## src/rtl/pipe_mw_skid_stage_if.sv

```systemverilog
// MEM->WB handshake bundle: upstream entry fields, downstream registered copies and
// the valid/ready pairs for both sides.
interface pipe_mw_skid_stage_if #(
  parameter int DATA_W  = 32,
  parameter int RADDR_W = 5
);
  logic               in_valid;
  logic               in_ready;
  logic               in_mux_sel;
  logic               in_rf_wena;
  logic [RADDR_W-1:0] in_rf_waddr;
  logic               in_hi_ena;
  logic [DATA_W-1:0]  in_hi_data;
  logic               in_lo_ena;
  logic [DATA_W-1:0]  in_lo_data;
  logic [DATA_W-1:0]  in_exe_out;
  logic [DATA_W-1:0]  in_mem_rdata;

  logic               out_valid;
  logic               out_ready;
  logic               out_mux_sel;
  logic               out_rf_wena;
  logic [RADDR_W-1:0] out_rf_waddr;
  logic               out_hi_ena;
  logic [DATA_W-1:0]  out_hi_data;
  logic               out_lo_ena;
  logic [DATA_W-1:0]  out_lo_data;
  logic [DATA_W-1:0]  out_exe_out;
  logic [DATA_W-1:0]  out_mem_rdata;
  logic [DATA_W-1:0]  out_wb_data;

  modport master (
    output in_valid, in_mux_sel, in_rf_wena, in_rf_waddr, in_hi_ena, in_hi_data,
           in_lo_ena, in_lo_data, in_exe_out, in_mem_rdata, out_ready,
    input  in_ready, out_valid, out_mux_sel, out_rf_wena, out_rf_waddr, out_hi_ena,
           out_hi_data, out_lo_ena, out_lo_data, out_exe_out, out_mem_rdata, out_wb_data
  );

  modport slave (
    input  in_valid, in_mux_sel, in_rf_wena, in_rf_waddr, in_hi_ena, in_hi_data,
           in_lo_ena, in_lo_data, in_exe_out, in_mem_rdata, out_ready,
    output in_ready, out_valid, out_mux_sel, out_rf_wena, out_rf_waddr, out_hi_ena,
           out_hi_data, out_lo_ena, out_lo_data, out_exe_out, out_mem_rdata, out_wb_data
  );
endinterface

```

## src/rtl/pipe_mw_skid_stage.sv

```systemverilog
// MEM->WB pipeline stage with a 2-entry skid buffer, synchronous flush and a
// writeback data select driven only from registered fields.
module pipe_mw_skid_stage #(
  parameter int DATA_W  = 32,
  parameter int RADDR_W = 5
) (
  input  logic                   clk_i,
  input  logic                   rst_ni,
  input  logic                   flush_i,
  pipe_mw_skid_stage_if.slave    bus,
  output logic [1:0]             occupancy_o
);

  typedef struct packed {
    logic               mux_sel;
    logic               rf_wena;
    logic [RADDR_W-1:0] rf_waddr;
    logic               hi_ena;
    logic [DATA_W-1:0]  hi_data;
    logic               lo_ena;
    logic [DATA_W-1:0]  lo_data;
    logic [DATA_W-1:0]  exe_out;
    logic [DATA_W-1:0]  mem_rdata;
  } entry_t;

  // Encoding doubles as the occupancy count.
  typedef enum logic [1:0] {EMPTY = 2'd0, ONE = 2'd1, FULL = 2'd2} state_t;

  state_t state_q, state_d;
  entry_t main_q, main_d;
  entry_t skid_q, skid_d;
  entry_t in_ent;
  logic   valid_q;
  logic   ready_q;
  logic   accept;
  logic   consume;

  assign in_ent = '{
    mux_sel:   bus.in_mux_sel,
    rf_wena:   bus.in_rf_wena,
    rf_waddr:  bus.in_rf_waddr,
    hi_ena:    bus.in_hi_ena,
    hi_data:   bus.in_hi_data,
    lo_ena:    bus.in_lo_ena,
    lo_data:   bus.in_lo_data,
    exe_out:   bus.in_exe_out,
    mem_rdata: bus.in_mem_rdata
  };

  // A flushed-cycle accept is dropped here so it can never reach storage.
  assign accept  = bus.in_valid & ready_q & ~flush_i;
  assign consume = valid_q & bus.out_ready;

  always_comb begin
    state_d = state_q;
    main_d  = main_q;
    skid_d  = skid_q;
    unique case (state_q)
      EMPTY: begin
        if (accept) begin
          main_d  = in_ent;
          state_d = ONE;
        end
      end
      ONE: begin
        if (accept && consume) begin
          main_d = in_ent;
        end else if (accept) begin
          skid_d  = in_ent;
          state_d = FULL;
        end else if (consume) begin
          state_d = EMPTY;
        end
      end
      FULL: begin
        if (consume) begin
          main_d  = skid_q;
          state_d = ONE;
        end
      end
      default: state_d = EMPTY;
    endcase
    if (flush_i) begin
      state_d = EMPTY;
    end
  end

  always_ff @(posedge clk_i or negedge rst_ni) begin
    if (!rst_ni) begin
      state_q <= EMPTY;
      valid_q <= 1'b0;
      ready_q <= 1'b1;
      main_q  <= '0;
      skid_q  <= '0;
    end else begin
      state_q <= state_d;
      valid_q <= (state_d != EMPTY);
      ready_q <= (state_d != FULL);
      main_q  <= main_d;
      skid_q  <= skid_d;
    end
  end

  assign occupancy_o       = state_q;
  assign bus.in_ready      = ready_q;
  assign bus.out_valid     = valid_q;
  assign bus.out_mux_sel   = main_q.mux_sel;
  assign bus.out_rf_waddr  = main_q.rf_waddr;
  assign bus.out_hi_data   = main_q.hi_data;
  assign bus.out_lo_data   = main_q.lo_data;
  assign bus.out_exe_out   = main_q.exe_out;
  assign bus.out_mem_rdata = main_q.mem_rdata;
  // Enables are gated so stale data left behind by a flush never writes.
  assign bus.out_rf_wena   = main_q.rf_wena & valid_q;
  assign bus.out_hi_ena    = main_q.hi_ena & valid_q;
  assign bus.out_lo_ena    = main_q.lo_ena & valid_q;
  assign bus.out_wb_data   = main_q.mux_sel ? main_q.mem_rdata : main_q.exe_out;

endmodule
```

## src/flat_wrapper.sv

```systemverilog
// flat-port wrapper written by rule: the top's interface ports become plain ports
module pipe_mw_skid_stage_flat 
#(
  parameter int DATA_W  = 32,
  parameter int RADDR_W = 5
)
  (clk_i, rst_ni, flush_i, occupancy_o, bus_in_valid, bus_in_mux_sel, bus_in_rf_wena, bus_in_rf_waddr, bus_in_hi_ena, bus_in_hi_data, bus_in_lo_ena, bus_in_lo_data, bus_in_exe_out, bus_in_mem_rdata, bus_out_ready, bus_in_ready, bus_out_valid, bus_out_mux_sel, bus_out_rf_wena, bus_out_rf_waddr, bus_out_hi_ena, bus_out_hi_data, bus_out_lo_ena, bus_out_lo_data, bus_out_exe_out, bus_out_mem_rdata, bus_out_wb_data);
  pipe_mw_skid_stage_if #(.DATA_W(DATA_W), .RADDR_W(RADDR_W)) bus_i ();
  input  logic clk_i;
  input  logic rst_ni;
  input  logic flush_i;
  output logic [1:0] occupancy_o;
  input wire logic [$bits(bus_i.in_valid)-1:0] bus_in_valid;
  input wire logic [$bits(bus_i.in_mux_sel)-1:0] bus_in_mux_sel;
  input wire logic [$bits(bus_i.in_rf_wena)-1:0] bus_in_rf_wena;
  input wire logic [$bits(bus_i.in_rf_waddr)-1:0] bus_in_rf_waddr;
  input wire logic [$bits(bus_i.in_hi_ena)-1:0] bus_in_hi_ena;
  input wire logic [$bits(bus_i.in_hi_data)-1:0] bus_in_hi_data;
  input wire logic [$bits(bus_i.in_lo_ena)-1:0] bus_in_lo_ena;
  input wire logic [$bits(bus_i.in_lo_data)-1:0] bus_in_lo_data;
  input wire logic [$bits(bus_i.in_exe_out)-1:0] bus_in_exe_out;
  input wire logic [$bits(bus_i.in_mem_rdata)-1:0] bus_in_mem_rdata;
  input wire logic [$bits(bus_i.out_ready)-1:0] bus_out_ready;
  output wire logic [$bits(bus_i.in_ready)-1:0] bus_in_ready;
  output wire logic [$bits(bus_i.out_valid)-1:0] bus_out_valid;
  output wire logic [$bits(bus_i.out_mux_sel)-1:0] bus_out_mux_sel;
  output wire logic [$bits(bus_i.out_rf_wena)-1:0] bus_out_rf_wena;
  output wire logic [$bits(bus_i.out_rf_waddr)-1:0] bus_out_rf_waddr;
  output wire logic [$bits(bus_i.out_hi_ena)-1:0] bus_out_hi_ena;
  output wire logic [$bits(bus_i.out_hi_data)-1:0] bus_out_hi_data;
  output wire logic [$bits(bus_i.out_lo_ena)-1:0] bus_out_lo_ena;
  output wire logic [$bits(bus_i.out_lo_data)-1:0] bus_out_lo_data;
  output wire logic [$bits(bus_i.out_exe_out)-1:0] bus_out_exe_out;
  output wire logic [$bits(bus_i.out_mem_rdata)-1:0] bus_out_mem_rdata;
  output wire logic [$bits(bus_i.out_wb_data)-1:0] bus_out_wb_data;
  assign bus_i.in_valid = bus_in_valid;
  assign bus_i.in_mux_sel = bus_in_mux_sel;
  assign bus_i.in_rf_wena = bus_in_rf_wena;
  assign bus_i.in_rf_waddr = bus_in_rf_waddr;
  assign bus_i.in_hi_ena = bus_in_hi_ena;
  assign bus_i.in_hi_data = bus_in_hi_data;
  assign bus_i.in_lo_ena = bus_in_lo_ena;
  assign bus_i.in_lo_data = bus_in_lo_data;
  assign bus_i.in_exe_out = bus_in_exe_out;
  assign bus_i.in_mem_rdata = bus_in_mem_rdata;
  assign bus_i.out_ready = bus_out_ready;
  assign bus_in_ready = bus_i.in_ready;
  assign bus_out_valid = bus_i.out_valid;
  assign bus_out_mux_sel = bus_i.out_mux_sel;
  assign bus_out_rf_wena = bus_i.out_rf_wena;
  assign bus_out_rf_waddr = bus_i.out_rf_waddr;
  assign bus_out_hi_ena = bus_i.out_hi_ena;
  assign bus_out_hi_data = bus_i.out_hi_data;
  assign bus_out_lo_ena = bus_i.out_lo_ena;
  assign bus_out_lo_data = bus_i.out_lo_data;
  assign bus_out_exe_out = bus_i.out_exe_out;
  assign bus_out_mem_rdata = bus_i.out_mem_rdata;
  assign bus_out_wb_data = bus_i.out_wb_data;
  pipe_mw_skid_stage #(.DATA_W(DATA_W), .RADDR_W(RADDR_W)) u_core (.clk_i(clk_i), .rst_ni(rst_ni), .flush_i(flush_i), .bus(bus_i), .occupancy_o(occupancy_o));
endmodule
```

## config.mk

```make
export PLATFORM = sky130hd
export DESIGN_NAME = pipe_mw_skid_stage_flat
export DESIGN_NICKNAME = d
export VERILOG_FILES = /design/src/rtl/pipe_mw_skid_stage_if.sv /design/src/rtl/pipe_mw_skid_stage.sv /design/src/flat_wrapper.sv
export SDC_FILE = /design/constraint.sdc
export NUM_CORES = 1
export LEC_CHECK = 0
export ABC_AREA = 1
export BUFFER_PORTS_ARGS = -buffer_cell sky130_fd_sc_hd__buf_2
export CORE_MARGIN = 3
export CORE_UTILIZATION = 55
export CTS_CLUSTER_SIZE = 14
export DETAILED_ROUTE_END_ITERATION = 6
export PLACE_DENSITY = 0.81
export SYNTH_ARGS = -nofsm -noshare
export SYNTH_HDL_FRONTEND = slang
export SYNTH_SLANG_ARGS = --single-unit
```

## constraint.sdc

```tcl
create_clock -name clk_i -period 1.51 [get_ports clk_i]
set_input_delay 0.151 -clock clk_i [delete_from_list [all_inputs] [get_ports clk_i]]
set_output_delay 0.151 -clock clk_i [all_outputs]
set_load 0.05 [all_outputs]
```

# Word-level counts from Yosys, hierarchy flattened
# Index checks and enable logic that the tools add are counted.
dict set report word_totals {
  ff_bits 278
  latch_bits 0
  mem_bits_rw 0
  romBits 0
  in_bits 142
  out_inout_bits 173
  elab_cells 53
  memories 0
}
dict set report op_classes {
  addsub 0
  mul 0
  div 0
  magnitude_cmp 0
  n_eq_ne 6
  shift 0
  n_mux 12
  bitwise 8
  reduce_logical 6
}
# operator count
set op_table {}
lappend op_table {{2-to-1 mux 137 bit} 3}
lappend op_table {{case mux 137 bit (3 select lines)} 1}
lappend op_table {{2-to-1 mux 32 bit} 1}
lappend op_table {{2-to-1 mux 2 bit} 6}
lappend op_table {{bitwise AND 1 bit} 6}
lappend op_table {{inequality test 2 x 1 -> 1 bit (second input constant)} 3}
lappend op_table {{case mux 2 bit (3 select lines)} 1}
lappend op_table {{AND reduction 4 bit} 1}
lappend op_table {{AND reduction 3 bit} 1}
lappend op_table {{nonzero test 3 bit} 1}
lappend op_table {{equality test 2 x 1 -> 1 bit (second input constant)} 1}
lappend op_table {{equality test 2 bit (second input constant)} 1}
lappend op_table {{logical NOT 2 bit} 1}
lappend op_table {{inequality test 2 bit (second input constant)} 1}
lappend op_table {{NOT 1 bit} 2}
lappend op_table {{nonzero test 2 bit} 1}
lappend op_table {{logical AND 1 bit} 1}

# Depth between registers and ports, before layout
dict set report logic_depth {
  depth_word 7
  depth_mapped 9
  ltp_nobuf 8
}

# Worst setup path before layout
# OpenSTA, ideal clock, no wires.
dict set report synth_timing {
  kind {reg-to-output}
  startpoint {register u_core.main_q (netlist bit u_core.bus.out_mux_sel)}
  endpoint {output bus_out_wb_data[10]}
  t_arrival_ns 1.562
  required_ns 1.359
  path_slack_ns -0.203
  stages_incl_launch_ff 4
  path_cell_list {dfrtp_1 > clkbuf_1 > buf_2 > mux2_2}
}
dict set report synth_between {
  elab_chain_len 1
}
# item line
set synth_lines {}
lappend synth_lines {{start: declaration} pipe_mw_skid_stage.sv:30} ;# entry_t main_q, main_d;
lappend synth_lines {{start signal: assignment} pipe_mw_skid_stage.sv:99} ;# main_q <= main_d;
lappend synth_lines {{2-to-1 mux 32 bit} pipe_mw_skid_stage.sv:117} ;# assign bus.out_wb_data = main_q.mux_sel ? main_q.mem_rdata : main_q.exe_out;
lappend synth_lines {{end: declaration} flat_wrapper.sv:35} ;# output wire logic [$bits(bus_i.out_wb_data)-1:0] bus_out_wb_data;
# No other way between the ends.

# Worst setup path in the final report
dict set report layout_timing {
  startpoint {register u_core.main_q (netlist bit u_core.bus.out_mux_sel)}
  endpoint {output bus_out_wb_data[0]}
}
# Same word-level chain as after synthesis.

==> results.tsv <==
stage	metric	value	unit
status	status	complete, but fails checks	
status	failing checks	setup timing	
pwr	P_leak	10.1	nW
routing	routed vias	12500	
routing	DRT Pass-1 Iters	5	
global_route	Tot GR Track Use	0.261	
clock_network	Root Driver	clkbuf_16	
pwr	Flop pwr share	0.371	
clock_network	CTS tree	done	
routing	detailed-route DRC error count	0	
job	Max Cap Violations	0	
timing	Final Worst Setup Slack	-0.434	ns
clock_network	Clock transition at path regs	0.06	ns
timing	final-report setup violation count	123	
clock_network	total clock sinks	278	
yosys	largest area contributor in the netlist	dfrtp_1	
floorplanning	IO Count	315	
pwr	power per cell area	1600	nW/um^2
placement	hpwl dp	21300	um
timing	Fin Hold WS	0.0304	ns
finish	area grow syn2layout	39.4	%
finish	Fillers	1344	
floorplanning	DIE HEIGHT	165	um
floorplanning	Initial Util	0.565	
timing	fin crit period	1.94	ns
routing	final wirelength	45900	um
setup_path	Worst setup EP type	primary output	
clock_network	clk_lat worst skew	0.55	ns
timing	Final Hold Vio Count	0	
timing	RSZ-0062 raised after global routing	yes	
pwr	VDD IR-drop max	1260	uV
timing	Fmax	0.514	GHz
pwr	Sw Share	0.413	
routing	DR WL/cell	20.5	um
yosys	syn nets	1670	
placement	RD Place Congestion	0.820	
global_route	first-pass GRT wire length	57200	um
finish	commonest non-fill, non-tap cell in the layout	nand2_1	
yosys	Area contributors post-synth	dfrtp_1 (50%), nand2_1 (12%), o21ai_2 (8.7%)	
setup_path	worst endpoint required time	1.36	ns
yosys	Seq/Total Area, Yosys	0.502	
setup_path	crit path kind	flip-flop to primary output	
floorplanning	Die ar.	27200	sq um
finish	Layout Nets	2032	
yosys	Yosys cell types	17	
floorplanning	FP Rows	57	
pwr	Design Power	30.9	mW
global_route	initial antenna violation count	2	
yosys	Yosys Warn Count	0	
yosys	top-area cell type share of the netlist area	0.500	
worst_hold_path	Hold Path Class	input pin to flip-flop	
floorplanning	Die X-Extent	165	um
floorplanning	CORE AREA	24500	sq um
timing	skew final	0.0264	ns
placement	I/O Buffers	314	
setup_path	CP arrival	1.79	ns
yosys	Seq cells post-synth	278	
setup_path	type of origin of the critical path	flip-flop	
pwr	Logic pwr share	0.387	
timing	Worst-Margin Slew	0.389	ns
timing	Max Slew Vio Count	0	
pwr	Int Pwr	18.2	mW
clock_network	H-Tree Depth	1	
timing	fin crit share	1.29	
finish	share of layout cells above drive strength 1	0.422	
pwr	net switching power	12.8	mW
clock_network	clock buffer depth	3	
global_route	vias in the first global route	11300	
yosys	Post-Synthesis Cells	1528	
global_route	GRT overflow	0	
finish	most frequent cells in the layout	nand2_1 (337), buf_2 (276), dfrtp_1 (272), o21ai_2 (196), inv_1 (140)	
clock_network	TritonCTS Buffers	28	
yosys	mapped cell area	13900	sq um
pwr	Clk pwr share	0.241	
setup_path	crit path max fanout	17	
global_route	largest net degree at the start of global routing	65	
routing	initial drt markers	1133	
yosys	Mean Syn Cell Area	9.07	sq um
routing	Via-to-Cell Ratio	5.58	
routing	Final ANT Viol Nets	0	
finish	post-layout util	0.788	
timing	Worst slew margin	0.738	
-- metrics by stage --
| step | std cells | area (sq um) | setup WS, ns | setup TNS [ns] |
|---|---|---|---|---|
| 2_1_floorplan | 1528 | 13900 | -0.0108 | -0.172 |
| 5_1_grt | 2237 | 19300 | -0.463 | -27.26 |
| 6_report | 2237 | 19300 | -0.434 | -20.26 |
| 3_3_place_gp | 1984 | 14700 | 0.0620 | 0 |
| 3_5_place_dp | 1984 | 14700 | 0.00738 | 0 |
| 4_1_cts | 2174 | 17300 | -0.424 | -11.41 |
-- logic make-up after synthesis --
logic type | count (synthesis) | share of synthesized area
AND/OR/NAND/NOR | 433 | 0.119
buffers and inverters | 374 | 0.167
multiplexers | 32 | 0.0260
flip-flops | 278 | 0.502
AO/OA/AOI/OAI | 411 | 0.186
-- critical path, stage by stage (launching register included) --
cell and delay, ns:
dfrtp_2 0.44, buf_12 0.22, mux2_2 0.40, buf_6 0.16
-- layout make-up --
class                           count  area [sq um]  share of cell area
Antenna cell                        2          5.00            0.000259
Clock buffer                       40           857              0.0444
Clock inverter                     11           134             0.00693
Inverter                          147           566              0.0293
Multi-Input combinational cell    884          5550               0.287
Sequential cell                   278          6960               0.360
Tap cell                          324           405              0.0210
Timing Repair Buffer              551          4840               0.251
-- cells in the mapped netlist (all sizes together) --
master and count:
nand2 430, o21ai 411, dfrtp 277, buf 220, inv 147, mux2 32
clkbuf 7, nand3 2, dfstp 1, nor2 1
-- sequential cells by signal, indices dropped and copies added, names as in the netlist --
name / cells
u_core.bus.out_mux_sel: 1
u_core.occupancy_o: 2
u_core.bus.out_valid: 1
u_core.bus.out_exe_out: 32
u_core.bus.out_lo_data: 32
u_core.bus.out_mem_rdata: 32
u_core.skid_q: 137
u_core.bus.in_ready: 1
u_core.bus.out_hi_data: 32
u_core.main_q: 3
u_core.bus.out_rf_waddr: 5
-- path summary, 6_finish.rpt --
path / to / depth (start not counted) / slack, ns / from
max in group asynchronous: u_core.skid_q[64] / 3 / 0.70 / rst_ni
min in group asynchronous: u_core.skid_q[88] / 2 / 0.11 / rst_ni
hold / removal: u_core.bus.in_ready / 5 / 0.03 / bus_out_ready
setup / recovery: bus_out_wb_data[0] / 3 / -0.43 / u_core.bus.out_mux_sel
hold reg to reg: u_core.bus.out_lo_data[14] / 2 / 0.48 / u_core.bus.out_lo_data[14]
setup reg to reg: u_core.skid_q[28] / 8 / -0.15 / u_core.bus.in_ready
-- per-layer routing --
metal | part of all wire | track usage
met1 | 0.36 | 0.322
met2 | 0.50 | 0.458
met3 | 0.089 | 0.0539
met4 | 0.049 | 0.0877
met5 | 0 | 0
-- power groups by stage --
| stage | logic, mW | registers [mW] | clock network [mW] |
|---|---|---|---|
| floorplan | 8.87 | 10.6 | 0 |
| global placement | 9.40 | 10.9 | 0 |
| detailed placement | 9.65 | 11.0 | 0 |
| CTS | 10.4 | 10.9 | 7.43 |
| global route | 12.6 | 11.7 | 7.84 |
| finish | 12.0 | 11.5 | 7.46 |
-- timing repair --
action / in CTS / in global routing
gates cloned: 0 / 39
hold buffers: 139 / 0
hold endpoints to repair: 438 / 0
buffers inserted: 0 / 22
setup endpoints to repair: 39 / 294
gates resized for setup: 78 / 287
pin swaps: 0 / 9
Power figures use the tool's default switching activity.
